==> src/rtl/sme_pkg.sv <==
// Shared SME definitions: FSM state encoding and share/pair count derivations.
package sme_pkg;

  typedef enum logic [1:0] {
    ST_IDLE = 2'd0,
    ST_RUN  = 2'd1,
    ST_DONE = 2'd2
  } sme_state_e;

  // Number of unordered share pairs for a given share count.
  function automatic int unsigned sme_npair(input int unsigned smax);
    return (smax * (smax - 1)) / 2;
  endfunction

  // Random words consumed per request slot: one per share plus one per pair.
  function automatic int unsigned sme_rmax(input int unsigned smax);
    return smax + sme_npair(smax);
  endfunction

  // Counter/index width able to hold n-1, never narrower than one bit.
  function automatic int unsigned sme_cw(input int unsigned n);
    return (n > 1) ? $clog2(n) : 1;
  endfunction

endpackage

==> src/rtl/sme_pair_seq.sv <==
// Maps the pair counter k onto the lexicographic share pair (i,j) and flags
// the final pair of a refresh.
module sme_pair_seq
  import sme_pkg::*;
#(
  parameter  int unsigned SMAX  = 3,
  localparam int unsigned NPAIR = sme_npair(SMAX),
  localparam int unsigned KW    = sme_cw(NPAIR),
  localparam int unsigned IW    = sme_cw(SMAX)
) (
  input  logic [KW-1:0] k,
  output logic [IW-1:0] pair_i,
  output logic [IW-1:0] pair_j,
  output logic [KW-1:0] pair_k,
  output logic          pair_last
);

  // Pair (a,b) with a<b sits at index a*(2*SMAX-a-1)/2 + (b-a-1) in
  // lexicographic order; select the one matching k.
  always_comb begin
    pair_i = '0;
    pair_j = '0;
    for (int unsigned a = 0; a < SMAX; a++) begin
      for (int unsigned b = a + 1; b < SMAX; b++) begin
        if (k == KW'((a * (2 * SMAX - a - 1)) / 2 + (b - a - 1))) begin
          pair_i = IW'(a);
          pair_j = IW'(b);
        end
      end
    end
  end

  assign pair_k    = k;
  assign pair_last = (NPAIR != 0) && (k == KW'(NPAIR - 1));

endmodule

==> src/rtl/sme_mask_refresh.sv <==
// Masked-share refresh: latches SMAX shares, XORs one fresh random word into
// each share pair (one pair per cycle), then presents the refreshed shares.
module sme_mask_refresh
  import sme_pkg::*;
#(
  parameter  int unsigned XLEN  = 32,
  parameter  int unsigned SMAX  = 3,
  localparam int unsigned NPAIR = sme_npair(SMAX),
  localparam int unsigned RMAX  = sme_rmax(SMAX)
) (
  input  logic                       g_clk,
  input  logic                       g_resetn,
  output logic                       g_clk_req,
  input  logic                       flush,
  input  logic                       req_valid,
  output logic                       req_ready,
  input  logic [SMAX-1:0][XLEN-1:0]  req_shares,
  output logic                       rsp_valid,
  input  logic                       rsp_ready,
  output logic [SMAX-1:0][XLEN-1:0]  rsp_shares,
  output logic                       rng_update,
  input  logic [RMAX-1:0][XLEN-1:0]  rng
);

  localparam int unsigned KW = sme_cw(NPAIR);
  localparam int unsigned IW = sme_cw(SMAX);

  sme_state_e                 state;
  logic [KW-1:0]              k;
  logic [SMAX-1:0][XLEN-1:0]  sh;
  logic [SMAX-1:0][XLEN-1:0]  sh_upd;
  logic [XLEN-1:0]            rng_word;
  logic [IW-1:0]              pair_i;
  logic [IW-1:0]              pair_j;
  logic [KW-1:0]              pair_k;
  logic                       pair_last;

  sme_pair_seq #(
    .SMAX (SMAX)
  ) u_pair_seq (
    .k         (k),
    .pair_i    (pair_i),
    .pair_j    (pair_j),
    .pair_k    (pair_k),
    .pair_last (pair_last)
  );

  // Select rng[k]; only the first NPAIR words can ever be chosen, the
  // remaining words of the RNG bus are ignored by construction.
  always_comb begin
    rng_word = '0;
    for (int unsigned r = 0; r < RMAX; r++) begin
      if ((r < NPAIR) && (KW'(r) == pair_k)) begin
        rng_word = rng[r];
      end
    end
  end

  // Apply the current pair: both shares of pair k absorb the same word, so
  // the XOR of all shares is unchanged.
  always_comb begin
    sh_upd = sh;
    for (int unsigned s = 0; s < SMAX; s++) begin
      if ((IW'(s) == pair_i) || (IW'(s) == pair_j)) begin
        sh_upd[s] = sh[s] ^ rng_word;
      end
    end
  end

  // Control FSM with share registers and pair counter; flush overrides all.
  always_ff @(posedge g_clk or negedge g_resetn) begin
    if (!g_resetn) begin
      state <= ST_IDLE;
      k     <= '0;
      sh    <= '0;
    end else if (flush) begin
      state <= ST_IDLE;
      k     <= '0;
      sh    <= '0;
    end else begin
      case (state)
        ST_IDLE: begin
          if (req_valid) begin
            sh    <= req_shares;
            k     <= '0;
            state <= (NPAIR == 0) ? ST_DONE : ST_RUN;
          end
        end
        ST_RUN: begin
          sh <= sh_upd;
          if (pair_last) begin
            state <= ST_DONE;
          end else begin
            k <= k + KW'(1);
          end
        end
        ST_DONE: begin
          if (rsp_ready) begin
            state <= ST_IDLE;
            sh    <= '0;
          end
        end
        default: begin
          state <= ST_IDLE;
          k     <= '0;
          sh    <= '0;
        end
      endcase
    end
  end

  assign req_ready  = (state == ST_IDLE);
  assign rsp_valid  = (state == ST_DONE);
  assign rsp_shares = rsp_valid ? sh : '0;
  // The RNG source advances once, in the last pair cycle, unless aborted.
  assign rng_update = (state == ST_RUN) && pair_last && !flush;
  assign g_clk_req  = (state != ST_IDLE) || req_valid || flush;

endmodule

==> config.mk <==
export PLATFORM = sky130hd
export DESIGN_NAME = sme_mask_refresh
export DESIGN_NICKNAME = d
export VERILOG_FILES = /design/src/rtl/sme_pkg.sv /design/src/rtl/sme_pair_seq.sv /design/src/rtl/sme_mask_refresh.sv
export SDC_FILE = /design/constraint.sdc
export NUM_CORES = 1
export LEC_CHECK = 0
export BUFFER_PORTS_ARGS = -buffer_cell sky130_fd_sc_hd__buf_2
export CAP_MARGIN = 0
export CORE_AREA = 2 2 151 153
export DETAILED_ROUTE_END_ITERATION = 8
export DIE_AREA = 0 0 153 155
export HOLD_SLACK_MARGIN = 0.05
export PLACE_DENSITY_LB_ADDON = 0.05
export SYNTH_ARGS = -nofsm -noshare
export SYNTH_HDL_FRONTEND = slang
export SYNTH_SLANG_ARGS = --single-unit
==> constraint.sdc <==
create_clock -name g_clk -period 2.6 [get_ports g_clk]
set_input_delay 0.13 -clock g_clk [delete_from_list [all_inputs] [get_ports g_clk]]
set_output_delay 0.13 -clock g_clk [all_outputs]
set_load 0.05 [all_outputs]
==> summary.txt <==
Route
  • Antenna Nets Post-Route: 0
  • Initial detailed-routing violation count: 385
  • Met3 WL: 1920 um
  • DR WL met2: 13000 um
  • Vias per inst: 5.40
  • Routed WL: 28800 um
  • Routed length on met1: 13500 um
  • Top Metal Used: met4
  • Drt drc: 0
  • Total iterations of the first detailed-routing run: 5
  • Drt wl/cell: 19.8 um
  • Vias: 7841

Logic synthesis
  • Yosys top cell by area: dfrtp_1
  • Async SR Flop Fraction: 100%
  • Register area share after synthesis: 36.9%
  • Dominant synthesized flop cell: dfrtp_1
  • Syn Area/Cell: 8.60 um^2
  • Post-synth top area share: 36.9%
  • Post-synthesis net count: 1085
  • Most common cell in the netlist: nand3_1
  • Mapped cell area: 0.00678 mm^2
  • Syn. warnings: 0
  • #FFs+latches synth: 100
  • Synth top cells by count: nand3_1, dfrtp_1, and2_1
  • Post-synth EDFFs: 0
  • Top cells by area, synth: dfrtp_1, nand3_1, and2_1
  • Synth Instances: 788
  • Netlist cell types: 43

CTS
  • CTS Buf Count: 9
  • Clock latency on the worst-skew pair: 360 ps
  • Clock Sinks: 100
  • CTS tree: built
  • Root buffer selected by CTS: clkbuf_16
  • Clock Path Buffers: 2
  • Worst-path clk slew: 70 ps
  • Post-CTS resize count: 0
  • H-tree depth: 3

Final layout
  • Layout area overhead: 46.5%
  • Proportion of layout cells with a drive suffix above 1: 31.2%
  • Final std cells w/o fill: 1453
  • Layout fillers: 2228
  • Layout net count: 1458

Global route
  • Initial antenna violation count: 2
  • Vias in the first global route: 7742
  • Largest net degree at the start of global routing: 51
  • GRT Resource Usage Total: 24.0%
  • First-pass GRT wire length: 44500 um
  • GRT overflow: 0

Timing
  • RSZ-0062 raised after global routing: false
  • TNS Setup: 0 ps
  • Final Max Slew Viols: 0
  • F_max: 421 MHz
  • Final Hold Viols: 0
  • Clk_skew: 9.87 ps
  • Final clock period utilization by the worst path: 91.3%
  • Post-layout worst setup margin: 227 ps
  • Worst-Margin Slew: 907 ps
  • Min Tclk post-route: 2370 ps
  • Final setup fails: 0
  • WHS: 56.2 ps
  • Slew headroom: 39.3%

Power and ir drop
  • Leakage dissipation: 4.77 nW
  • Max VDD drop: 0.219 mV
  • P per Cell Area: 438 mW/mm^2

Floorplanning
  • Die Span Y: 155 um
  • CORE AREA: 0.0222 mm^2
  • Die ar.: 0.0237 mm^2
  • Placement row count: 55
  • Die Width: 153 um
  • Initial core utilization: 30.5%
  • Ports: 393

Placed design
  • Placed cells: 1342
  • I/O Buffers: 296
  • RePlAce Congestion: 0.797
  • Pre-CTS setup slack: 280 ps
  • HPWL after DPL: 20700 um

Setup path
  • Worst reg2reg path startpoint: k[0]$_DFFE_PN0P_
  • CP Launch Type: flip-flop
  • Crit path cell chain: inv_1 > ha_2 > inv_1 > buf_4 > o2bb2ai_1 > or3_1 > nand3_1
  • Arr. time, crit path: 2610 ps
  • Worst path required time: 2830 ps
  • Max FO, Critical Path: 9
  • Critical path capture point type: flip-flop
  • Most used cell along the critical path: inv_1
  • Slowest-stage cell, CP: o2bb2ai_1
  • Crit. Startpoint: k[0]$_DFFE_PN0P_
  • Setup CP Type: flip-flop to flip-flop
  • CP max stage delay: 670 ps

Worst hold path
  • Hold path start: req_shares[11]
  • Worst hold path type: input pin to flip-flop

Run
  • Max_cap viols: 0

Outcome
  • Outcome: complete, no violations
[logic make-up after synthesis]
kind of cell	count (synthesis)	share of synthesized area (%)
AOI/OAI and AO/OA	188	20.9
xor gates and xnor gates	1	0.129
adders and majority gates	4	0.738
buffers and inverters	74	5.00
DFF	100	36.9
muxes	1	0.148
and+or+nand+nor	420	36.2
[state kept, by name (all words and copies together) (netlist names)]
signal	cells
state	2
sh	96
k	2
[layout by cell type, fill, tap and decap left out, types with 2 or more instances in the layout]
cell | Yosys | final
and2_1 | 96 | 96
buf_2 | 25 | 295
nand3b_1 | 48 | 48
nor2_4 | 0 | 3
nor3_1 | 17 | 17
a22oi_1 | 79 | 79
dlygate4sd3_1 | 0 | 93
buf_4 | 4 | 35
inv_1 | 7 | 7
nand2_1 | 16 | 16
dfrtp_1 | 100 | 100
o22ai_1 | 2 | 2
nand3_1 | 157 | 157
buf_12 | 0 | 6
ha_1 | 4 | 2
or3_1 | 64 | 64
nor2_1 | 8 | 6
a21o_1 | 2 | 2
ha_2 | 0 | 2
a21oi_1 | 32 | 32
diode_2 | 0 | 3
a211oi_1 | 15 | 15
clkbuf_16 | 0 | 9
o2bb2ai_1 | 31 | 31
a221o_1 | 16 | 16
a32oi_1 | 2 | 2
clkinvlp_4 | 0 | 2
nand2b_1 | 3 | 3
[worst paths after layout]
kind	endpoint	slack (ps)	depth (start not counted)
worst max-delay path	sh[26]$_DFFE_PN0P_	230	7
worst min-delay path	sh[11]$_DFFE_PN0P_	60	3
worst max register to register	sh[26]$_DFFE_PN0P_	230	7
worst min register to register	sh[18]$_DFFE_PN0P_	540	1
max in group asynchronous	sh[38]$_DFFE_PN0P_	1480	4
min in group asynchronous	sh[61]$_DFFE_PN0P_	300	2
[layer usage]
metal / GRT usage (%) / vias to the layer above
li1: - / 3731
met1: 34.0 / 3791
met2: 38.2 / 295
met3: 3.84 / 24
met4: 6.08 / 0
met5: 0 / -
[report_power, final]
group	total (mW)	switching, mW	internal, mW
Sequential	1.87	0.154	1.72
Combinational	1.18	0.652	0.526
Clock	1.31	0.655	0.650
Total	4.35	1.46	2.89
[final cells by class]
class	instances	area [um^2]	share of cell area, %
multi-input combinational	614	3980	40.1
timing repair buffer	429	2790	28.1
sequential	100	2500	25.2
tap	285	357	3.59
clock buffer	10	229	2.31
clock inverter	5	37.5	0.378
inverter	7	26.3	0.265
antenna	3	7.51	0.0756
[timing repair]
item	CTS	global route
endpoints found under the hold margin	126	0
buffers inserted	0	0
hold buffers	93	0
[worst max-delay path, delay by kind of cell, from the launching register on]
kind,cells,cell delay (ps)
flip-flops,1,430
adder cells (fa/ha/maj),1,320
buffers and inverters,3,560
AND/OR/NAND/NOR,2,270
AO/OA/AOI/OAI,1,670
[metrics by stage]
| step | total power, mW | instance area [um^2] | util [%] |
|---|---|---|---|
| detailed placement | 2.97 | 8730 | 39.3 |
| floorplan | 2.44 | 6780 | - |
| global placement | 2.96 | 8730 | 39.3 |
| global route | 4.59 | 9920 | 44.6 |
| finish | 4.35 | 9930 | 44.7 |
| CTS | 4.39 | 9920 | 44.6 |
Power figures use the tool's default switching activity.
